==> config.mk <==
export PLATFORM = sky130hd
export DESIGN_NAME = uart_wb_seq_ctrl
export DESIGN_NICKNAME = d
export VERILOG_FILES = /design/src/rtl/uart_wb_seq_ctrl.sv
export SDC_FILE = /design/constraint.sdc
export NUM_CORES = 1
export LEC_CHECK = 0
export CAP_MARGIN = 20
export CORE_MARGIN = 2
export CORE_UTILIZATION = 29
export DETAILED_ROUTE_END_ITERATION = 10
export DONT_BUFFER_PORTS = 1
export PLACE_DENSITY = 0.41
export SYNTH_ARGS = -nofsm -noshare
export SYNTH_HDL_FRONTEND = slang
export SYNTH_SLANG_ARGS = --single-unit
==> constraint.sdc <==
create_clock -name wb_clk_i -period 1.75 [get_ports wb_clk_i]
set_input_delay 0.35 -clock wb_clk_i [delete_from_list [all_inputs] [get_ports wb_clk_i]]
set_output_delay 0.35 -clock wb_clk_i [all_outputs]
set_load 0.005 [all_outputs]
==> src/rtl/uart_wb_seq_ctrl.sv <==
// uart_wb_seq_ctrl
//   Wishbone master sequencer that owns the slave port of a 16550-style UART.
//   On cfg_start it programs DLL/DLM (with DLAB set), LCR, FCR and IER, then
//   drains a valid/ready byte stream into THR. Before every THR write it polls
//   LSR and only writes once THRE (bit 5) is set.
//
// Ports
//   wb_clk_i, wb_rst_ni   clock (rising edge), asynchronous active-low reset
//   cfg_start, divisor    config request pulse and baud divisor (sampled with it)
//   tx_valid/tx_data/tx_ready  byte input stream; accepted only in READY
//   cfg_done, busy, err   status: config complete, sequencer active, ack timeout
//   wbm_*                 Wishbone master (5-bit byte address, 32-bit data)
//
// Optional feature
//   WB_ACK_TIMEOUT_EN: when defined, a transaction that sees no ack for
//   ACK_TIMEOUT cycles is aborted, err is set and the sequencer returns to IDLE.
//   When undefined, the sequencer waits for ack forever and err is tied low.

module uart_wb_seq_ctrl #(
    parameter logic [7:0] LCR_VAL     = 8'h03,
    parameter logic [7:0] FCR_VAL     = 8'h07,
    parameter logic [7:0] IER_VAL     = 8'h00,
    parameter int         POLL_GAP    = 4,
    parameter int         ACK_TIMEOUT = 64
) (
    input  logic        wb_clk_i,
    input  logic        wb_rst_ni,
    input  logic        cfg_start,
    input  logic [15:0] divisor,
    input  logic        tx_valid,
    input  logic [7:0]  tx_data,
    output logic        tx_ready,
    output logic        cfg_done,
    output logic        busy,
    output logic        err,
    output logic [4:0]  wbm_adr_o,
    output logic [31:0] wbm_dat_o,
    input  logic [31:0] wbm_dat_i,
    output logic [3:0]  wbm_sel_o,
    output logic        wbm_we_o,
    output logic        wbm_cyc_o,
    output logic        wbm_stb_o,
    input  logic        wbm_ack_i
);

    localparam int GW = (POLL_GAP > 2) ? $clog2(POLL_GAP) : 1;

    typedef enum logic [2:0] {
        S_IDLE,
        S_CFG,
        S_READY,
        S_POLL,
        S_PGAP,
        S_WRTHR
    } state_t;

    state_t        state_q;
    logic [2:0]    cfg_idx_q;
    logic [15:0]   div_q;
    logic [7:0]    byte_q;
    logic [GW-1:0] gap_q;
    logic          bus_q;
    logic          we_q;
    logic [2:0]    adr_q;
    logic [3:0]    sel_q;
    logic [7:0]    dat_q;
    logic          cfg_done_q;

    // Parameters of the transaction the current state would launch next.
    logic [2:0]    adr_d;
    logic [7:0]    dat_d;
    logic          we_d;

    logic          start_ok;
    logic          abort;
    logic [7:0]    rd_byte;

    // Config write table: {address, data} for each of the six steps.
    function automatic logic [10:0] cfg_entry(input logic [2:0] idx, input logic [15:0] div);
        case (idx)
            3'd0:    cfg_entry = {3'd3, LCR_VAL | 8'h80};
            3'd1:    cfg_entry = {3'd0, div[7:0]};
            3'd2:    cfg_entry = {3'd1, div[15:8]};
            3'd3:    cfg_entry = {3'd3, LCR_VAL};
            3'd4:    cfg_entry = {3'd2, FCR_VAL};
            default: cfg_entry = {3'd1, IER_VAL};
        endcase
    endfunction

    assign start_ok = cfg_start && (state_q == S_IDLE || state_q == S_READY);

    // The UART answers a byte register on the lane selected by the low address bits.
    assign rd_byte = wbm_dat_i[{adr_q[1:0], 3'b000} +: 8];

    always_comb begin
        adr_d = 3'd0;
        dat_d = 8'h00;
        we_d  = 1'b0;
        case (state_q)
            S_CFG: begin
                {adr_d, dat_d} = cfg_entry(cfg_idx_q, div_q);
                we_d           = 1'b1;
            end
            S_POLL, S_PGAP: begin
                adr_d = 3'd5;
            end
            S_WRTHR: begin
                adr_d = 3'd0;
                dat_d = byte_q;
                we_d  = 1'b1;
            end
            default: begin
                adr_d = 3'd0;
            end
        endcase
    end

`ifdef WB_ACK_TIMEOUT_EN
    localparam int TW = $clog2(ACK_TIMEOUT + 1);

    logic [TW-1:0] to_cnt_q;
    logic          err_q;

    // Abort on the edge that would complete the ACK_TIMEOUT-th unacknowledged cycle.
    assign abort = bus_q && !wbm_ack_i && (to_cnt_q == TW'(ACK_TIMEOUT - 1));

    always_ff @(posedge wb_clk_i or negedge wb_rst_ni) begin
        if (!wb_rst_ni) begin
            to_cnt_q <= '0;
            err_q    <= 1'b0;
        end else begin
            if (bus_q && !wbm_ack_i && !abort) begin
                to_cnt_q <= to_cnt_q + 1'b1;
            end else begin
                to_cnt_q <= '0;
            end
            if (abort) begin
                err_q <= 1'b1;
            end else if (start_ok) begin
                err_q <= 1'b0;
            end
        end
    end

    assign err = err_q;
`else
    assign abort = 1'b0;
    assign err   = 1'b0;
`endif

    always_ff @(posedge wb_clk_i or negedge wb_rst_ni) begin
        if (!wb_rst_ni) begin
            state_q    <= S_IDLE;
            cfg_idx_q  <= 3'd0;
            div_q      <= 16'h0000;
            byte_q     <= 8'h00;
            gap_q      <= '0;
            bus_q      <= 1'b0;
            we_q       <= 1'b0;
            adr_q      <= 3'd0;
            sel_q      <= 4'b0000;
            dat_q      <= 8'h00;
            cfg_done_q <= 1'b0;
        end else if (abort) begin
            state_q    <= S_IDLE;
            bus_q      <= 1'b0;
            we_q       <= 1'b0;
            byte_q     <= 8'h00;
            cfg_done_q <= 1'b0;
        end else begin
            case (state_q)
                S_IDLE: begin
                    if (cfg_start) begin
                        state_q    <= S_CFG;
                        cfg_idx_q  <= 3'd0;
                        div_q      <= divisor;
                        cfg_done_q <= 1'b0;
                    end
                end

                S_CFG: begin
                    if (!bus_q) begin
                        bus_q <= 1'b1;
                        we_q  <= we_d;
                        adr_q <= adr_d;
                        sel_q <= 4'b0001 << adr_d[1:0];
                        dat_q <= dat_d;
                    end else if (wbm_ack_i) begin
                        bus_q <= 1'b0;
                        if (cfg_idx_q == 3'd5) begin
                            cfg_done_q <= 1'b1;
                            state_q    <= S_READY;
                        end else begin
                            cfg_idx_q <= cfg_idx_q + 3'd1;
                        end
                    end
                end

                S_READY: begin
                    // A new config request takes priority over a waiting byte.
                    if (cfg_start) begin
                        state_q    <= S_CFG;
                        cfg_idx_q  <= 3'd0;
                        div_q      <= divisor;
                        cfg_done_q <= 1'b0;
                    end else if (tx_valid) begin
                        byte_q  <= tx_data;
                        state_q <= S_POLL;
                    end
                end

                S_POLL: begin
                    if (!bus_q) begin
                        bus_q <= 1'b1;
                        we_q  <= we_d;
                        adr_q <= adr_d;
                        sel_q <= 4'b0001 << adr_d[1:0];
                        dat_q <= dat_d;
                    end else if (wbm_ack_i) begin
                        bus_q <= 1'b0;
                        if (rd_byte[5]) begin
                            state_q <= S_WRTHR;
                        end else begin
                            state_q <= S_PGAP;
                            gap_q   <= GW'(POLL_GAP - 1);
                        end
                    end
                end

                S_PGAP: begin
                    // The re-poll is launched from here so exactly POLL_GAP idle
                    // cycles separate the two LSR reads.
                    if (gap_q == '0) begin
                        state_q <= S_POLL;
                        bus_q   <= 1'b1;
                        we_q    <= we_d;
                        adr_q   <= adr_d;
                        sel_q   <= 4'b0001 << adr_d[1:0];
                        dat_q   <= dat_d;
                    end else begin
                        gap_q <= gap_q - 1'b1;
                    end
                end

                S_WRTHR: begin
                    if (!bus_q) begin
                        bus_q <= 1'b1;
                        we_q  <= we_d;
                        adr_q <= adr_d;
                        sel_q <= 4'b0001 << adr_d[1:0];
                        dat_q <= dat_d;
                    end else if (wbm_ack_i) begin
                        bus_q   <= 1'b0;
                        state_q <= S_READY;
                    end
                end

                default: begin
                    state_q <= S_IDLE;
                    bus_q   <= 1'b0;
                end
            endcase
        end
    end

    assign tx_ready  = (state_q == S_READY);
    assign busy      = (state_q != S_IDLE) && (state_q != S_READY);
    assign cfg_done  = cfg_done_q;
    assign wbm_cyc_o = bus_q;
    assign wbm_stb_o = bus_q;
    assign wbm_we_o  = we_q;
    assign wbm_adr_o = {2'b00, adr_q};
    assign wbm_sel_o = sel_q;
    assign wbm_dat_o = {4{dat_q}};

endmodule
==> summary.md, run 1 <==
| Metric | Value |
|---|---|
| Run status | finished clean |
| CP bufs+invs | 0 |
| Synthesized area | 2720 µm² |
| Number of enable flip-flop cells after synthesis | 0 |
| Mean Syn Cell Area | 10.2 µm² |
| Post-Place Worst Slack | -0.0265 ns |
| Die X-Extent | 101 µm |
| Worst flop-to-flop path endpoint | dat_q[3] |
| Hold path start | divisor[15] |
| Critical-path cell list | ha_2 > ha_4 > nor4_1 > or4_4 > a2bb2oi_2 > o21ai_1 |
| Sw Ratio | between 30% and 40% |
| CP required | between 1.5 and 2 ns |
| Total GRT Usage | 13.1% |
| Share of cells above drive strength 1 | 32.0% |
| Asr flop ratio synth | 100% |
| GPL Wtd Cong | 0.725 |
| Largest net degree at the start of global routing | 51 |
| Core area | approximately 9200 µm² |
| Worst path slowest cell | or4_4 |
| Tmin final | 1.70 ns |
| Slew Viols, Final | 0 |
| Min-Delay Path Class | in -> reg |
| Worst Hold Slack | 0.187 ns |
| Detailed Route Iter0 Violations | 79 |
| Vias post-DR | 1,884 |
| Die H | around 100 µm |
| Most frequent cells in the layout | 48 x dfrtp_1, 31 x buf_4, 26 x mux2_2 |
| DR top layer | met4 |
| CTS root buf | clkbuf_8 |
| DRC viols | 0 |
| R2R depth | 6 |
| Drt first pass iters | 4 |
| F_max | 587 MHz |
| Max_cap viols | 0 |
| Final wirelength | about 6500 µm |
| Clock Skews | just over 0.01 ns |
| I/O pin count | 109 |
| Top-area cell type share of the netlist area | between 40% and 50% |
| Starting Density | 29.7% |
| GRT overflow | 0 |
| Worst Hold End | div_q[15] |
| Top Family by Delay on Critical Path | simple AND/OR/NAND/NOR gates |
| Synth unique cells | 46 |
| Worst-skew pair later-pin latency | 0.31 ns |
| First-pass GRT wire length | about 10,000 µm |
| Warnings, synthesis | 0 |
| Post-Synth Simple-Gate Area | 11.8% |
| Post-synth top area cell | dfrtp_1 |
| Detailed placer's ending HPWL | between 4000 and 5000 µm |
| Full die area | 10,200 µm² |
| Synth area leaders | dfrtp_1 46%, mux2_2 11%, buf_4 8.6% |
| VDD IR max | between 0.7 and 0.8 mV |
| TritonCTS Sinks | 50 |
| Internal Power | 3.53 mW |
| Number of vias per cell | 4.96 |
| Worst setup SP type | flop |
| Setup crit start | cfg_idx_q[0] |
| Type of destination of the critical path | flop |
| Final TNS setup | 0 ns |
| Static Leakage | 1.31 nW |
| Initial antenna violation count | 0 |
| Final instance area | just over 3000 µm² |
| Post-synthesis adder-cell area fraction | 2.76% |
| Hold Violations, Final | 0 |
| Pwr Density | about 1900 nW/µm² |
| Final period util | 97.3% |
| Synth Flop Type | dfrtp_1 |
| Sw power | ~2.3 mW |
| Vias in the first global route | 1,836 |
| Crit path kind | reg -> reg |
| Comb power frac | 47.9% |
| Dpl cell area | 2830 µm² |
| Commonest non-fill, non-tap cell in the layout | dfrtp_1 |
| Area fraction in compound gates after synthesis | between 10% and 20% |
| Hold Crit Depth | 1 |
| # diodes | 0 |
| Syn Inst Count | between 200 and 300 |
| Mux share of post-synthesis cell area | 10.8% |
| Drt wl/cell | ~17 µm |
| Total Power | 5.78 mW |
| Post-DRT Antenna Nets | 0 |
| Wl on met1 | 3130 µm |
| RSZ-0062 raised after global routing | true |
| Area grow syn2layout | 13.3% |
| Post-layout worst setup margin | between 0.04 and 0.05 ns |
| Clock Power Share | between 10% and 20% |
| Register area share after synthesis | 46.0% |
| R2R Path Start | cfg_idx_q[0] |
| Longest Clk Path Bufs | 2 |
| Largest family of logic cells by synthesized area | compound AO/OA/AOI/OAI gates |
| CP arrival | roughly 1.9 ns |
| Slowest cell delay on critical path | 0.47 ns |
| WL met3 | 345 µm |
| H-tree Lvls | 2 |
| Reg clk slew, reported paths | approximately 0.1 ns |
| Reg-to-reg setup timing slack | 0.05 ns |
| FP Rows | 35 |
| Worst-path maximum fanout | 5 |
| CTS tree | done |
| Final setup viols | 0 |
| WL met2 | just under 3000 µm |
| I/O Buffers | 0 |
| CTS Buf Count | 5 |
| Seq pwr share | 37.6% |
| FF+latch count, synth | 50 |
| Post-synthesis xor/xnor area fraction | 0% |
| Final net count | 335 |
per-layer routing:
metal / GRT usage (%) / vias up
li1: - / 917
met5: 0 / -
met3: 3.26 / 5
met4: 3.48 / 0
met1: 18.9 / 919
met2: 19.6 / 43
what timing repair did:
item / CTS / global route
endpoints found under the setup margin: 7 / 17
resized for setup: 7 / 11
endpoints found under the hold margin: 50 / 0
hold buffers: 2 / 0
pin swaps: 0 / 2
buffers inserted: 1 / 3
registers in the layout, summed over array words and instances (netlist names), 2 cells and up:
signal and count:
adr_q 3, byte_q 8, cfg_idx_q 3, dat_q 8, div_q 16, gap_q 2
state_q 3, wbm_sel_o 4
metrics by stage:
step | instances | utilization (%)
after floorplan | 268 | -
after global placement | 366 | 30.9
after detailed placement | 366 | 30.9
after CTS | 377 | 32.9
after global routing | 380 | 33.6
final | 380 | 33.6
synthesized netlist by cell type (2+ instances only):
master     count
a211oi_1       4
a22o_1         2
o21ai_1        6
nand2b_1       2
buf_4         31
a21oi_1        9
nand2_1       17
a22oi_1        6
o21ai_0       13
buf_2          5
ha_1           6
dfrtp_1       50
o21a_1         5
mux2_2        26
and2_1         2
nand3_1        3
nor2_1        20
clkbuf_1       6
and3_1         2
inv_1          9
o31ai_1        5
a2bb2oi_1      5
nor2b_1        3
o22ai_1        3
nand4_1        3
o211ai_1       3
worst max-delay path by stage:
stage	end	slack, ns	depth (start not counted)
after global placement	dat_q[7]	-0.002	7
final	dat_q[3]	0.05	6
after CTS	dat_q[7]	0.004	7
after detailed placement	dat_q[3]	-0.03	7
after floorplan	dat_q[3]	0.03	7
after global routing	dat_q[3]	-0.03	6
final cells by class:
type | instances | area [µm²]
well taps | 111 | 139
inverters | 9 | 33.8
clock buffers | 6 | 72.6
multi-input cells | 167 | 1230
fillers | 956 | 6070
flip-flops and latches | 50 | 1250
clock inverters | 2 | 37.5
repair buffers | 35 | 310
power groups by stage:
stage | logic (mW) | clock network, mW | registers, mW
after global routing | 3.11 | 0.915 | 2.28
after detailed placement | 2.52 | 0 | 2.22
after CTS | 2.66 | 0.870 | 2.20
final | 2.77 | 0.839 | 2.17
after floorplan | 2.13 | 0 | 2.02
after global placement | 2.50 | 0 | 2.20
cell families (layout without fill, tap and decap cells):
kind of cell,count (synthesis),in the layout
fa+ha+maj,6,6
flops,50,50
simple gates,63,63
mux,26,26
buf+inv,51,52
other cells,1,3
compound gates,69,69
No activity file was read; power rests on OpenSTA's default activity.
==> inputs of run 2 (changes only) <==
Settings changed: CTS_BUF_LIST set to sky130_fd_sc_hd__clkbuf_2 sky130_fd_sc_hd__clkbuf_4 sky130_fd_sc_hd__clkbuf_8, PLACE_DENSITY 0.41 to unset.
==> summary.md, run 2 (synthesis results as in run 1) <==
| Metric | Value |
|---|---|
| VDD IR max | 0.480 mV |
| Most frequent CP cell | buf_4 |
| WL met2 | 2830 µm |
| Vias in the first global route | 1,813 |
| Max FFs per register | 16 |
| Critical-path cell list | buf_4 > nor2_2 > buf_4 > and2_1 |
| Core area | 9150 µm² |
| DRC viols | 0 |
| CTS tree | done |
| GRT overflow | 0 |
| Drt wl/cell | around 16 µm |
| Starting Density | approximately 30% |
| TritonCTS Sinks | 50 |
| Slew Viols, Final | 0 |
| Post-layout worst setup margin | 0.0706 ns |
| Total GRT Usage | between 10% and 20% |
| Run status | finished clean |
| Tmin final | around 1.7 ns |
| Wl on met1 | approximately 2800 µm |
| Clock Power Share | about 15% |
| CP required | 1.40 ns |
| Dpl cell area | 2780 µm² |
| Pwr Density | 1870 nW/µm² |
| Final TNS setup | 0 ns |
| Sw power | roughly 2.2 mW |
| Slew of the pin with the lowest slew margin | 0.495 ns |
| Worst path slowest cell | dfrtp_2 |
| Hold Violations, Final | 0 |
| FP Rows | 35 |
| I/O pin count | 109 |
| Relative max-transition margin | 66.6% |
| CTS Buf Count | 5 |
| CP bufs+invs | 2 |
| # diodes | 0 |
| Number of vias per cell | 4.99 |
| Commonest non-fill, non-tap cell in the layout | dfrtp_1 |
| F_max | 595 MHz |
| Biggest regs | div_q x16, byte_q x8, dat_q x8 |
| CTS root buf | clkbuf_8 |
| Initial antenna violation count | 0 |
| Detailed Route Iter0 Violations | 90 |
| Worst Hold Slack | 0.185 ns |
| Filler instances | 928 |
| Final Util | 32.7% |
| Final period util | 96.0% |
| Top reg by flops | div_q |
| Static Leakage | approximately 1.3 nW |
| Final wirelength | 6040 µm |
| Detailed placer's ending HPWL | 4540 µm |
| I/O Buffers | 0 |
| First-pass GRT wire length | 9600 µm |
| Final instance area | 2990 µm² |
| Top Family by Delay on Critical Path | flip-flops |
| Longest Clk Path Bufs | 2 |
| DR top layer | met4 |
| Post-Place Worst Slack | 0.0619 ns |
| Worst setup SP type | flop |
| Worst-skew pair later-pin latency | 0.31 ns |
| Comb power frac | approximately 45% |
| Type of destination of the critical path | output port |
| CP arrival | 1.33 ns |
| Final net count | around 330 |
| Max_cap viols | 0 |
| Clock Skews | 0.00810 ns |
| Die X-Extent | 101 µm |
| Final setup viols | 0 |
| Worst-path maximum fanout | 8 |
| GPL Wtd Cong | 0.830 |
| Drt first pass iters | 4 |
| Full die area | 10,200 µm² |
| Seq pwr share | between 30% and 40% |
| Sw Ratio | 39.2% |
| Reg clk slew, reported paths | roughly 0.1 ns |
| Share of cells above drive strength 1 | 29.3% |
| Vias post-DR | 1,848 |
| Post-DRT Antenna Nets | 0 |
| WL met3 | 366 µm |
| Area grow syn2layout | 10.1% |
| Min-Delay Path Class | in -> reg |
| Slowest cell delay on critical path | 0.46 ns |
| Die H | between 100 and 150 µm |
| Crit path kind | reg -> out |
| H-tree Lvls | 2 |
| Largest net degree at the start of global routing | 51 |
| Internal Power | 3.40 mW |
| Most frequent cells in the layout | 48 x dfrtp_1, 26 x mux2_2, 21 x buf_4 |
## run 2: cell type report
class	instances	area [µm²]	area share, %
sequential	50	1250	41.9
multi-input combinational	167	1210	40.6
timing repair buffer	25	235	7.86
tap	111	139	4.64
clock buffer	5	68.8	2.30
clock inverter	3	48.8	1.63
inverter	9	33.8	1.13
## run 2: worst paths after layout
| path | startpoint | end | slack (ns) | cells after the start |
|---|---|---|---|---|
| max in group asynchronous | wb_rst_ni | cfg_idx_q[0] | 0.97 | 2 |
| max reg2reg | cfg_idx_q[0] | dat_q[4] | 0.09 | 6 |
| min reg2reg | div_q[5] | div_q[5] | 0.52 | 1 |
| min | divisor[13] | div_q[13] | 0.18 | 1 |
| max | state_q[2] | tx_ready | 0.07 | 4 |
| min in group asynchronous | wb_rst_ni | adr_q[1] | 0.55 | 2 |
## run 2: power by group through the flow
stage	Combinational [mW]	Clock, mW	Sequential, mW
finish	2.54	0.853	2.20
global route	2.83	0.930	2.31
CTS	2.44	0.885	2.21
detailed placement	2.40	0	2.23
global placement	2.35	0	2.21
floorplan	2.13	0	2.02
## run 2: repair_timing
action / 4_1_cts / 5_1_grt
gates resized for setup: 0 / 14
endpoints found under the setup margin: 0 / 16
endpoints found under the hold margin: 50 / 0
hold buffers: 2 / 0
setup buffers: 0 / 0
## run 2: routing by layer
layer	vias up	track usage (%)
met2	43	19.1
li1	898	-
met5	-	0
met3	6	3.74
met4	0	3.16
met1	901	15.9
## run 2: through the flow
step / std cells / power (mW)
5_1_grt: 370 / 6.07
3_5_place_dp: 360 / 4.63
3_3_place_gp: 360 / 4.56
6_report: 370 / 5.59
2_1_floorplan: 268 / 4.15
4_1_cts: 370 / 5.53
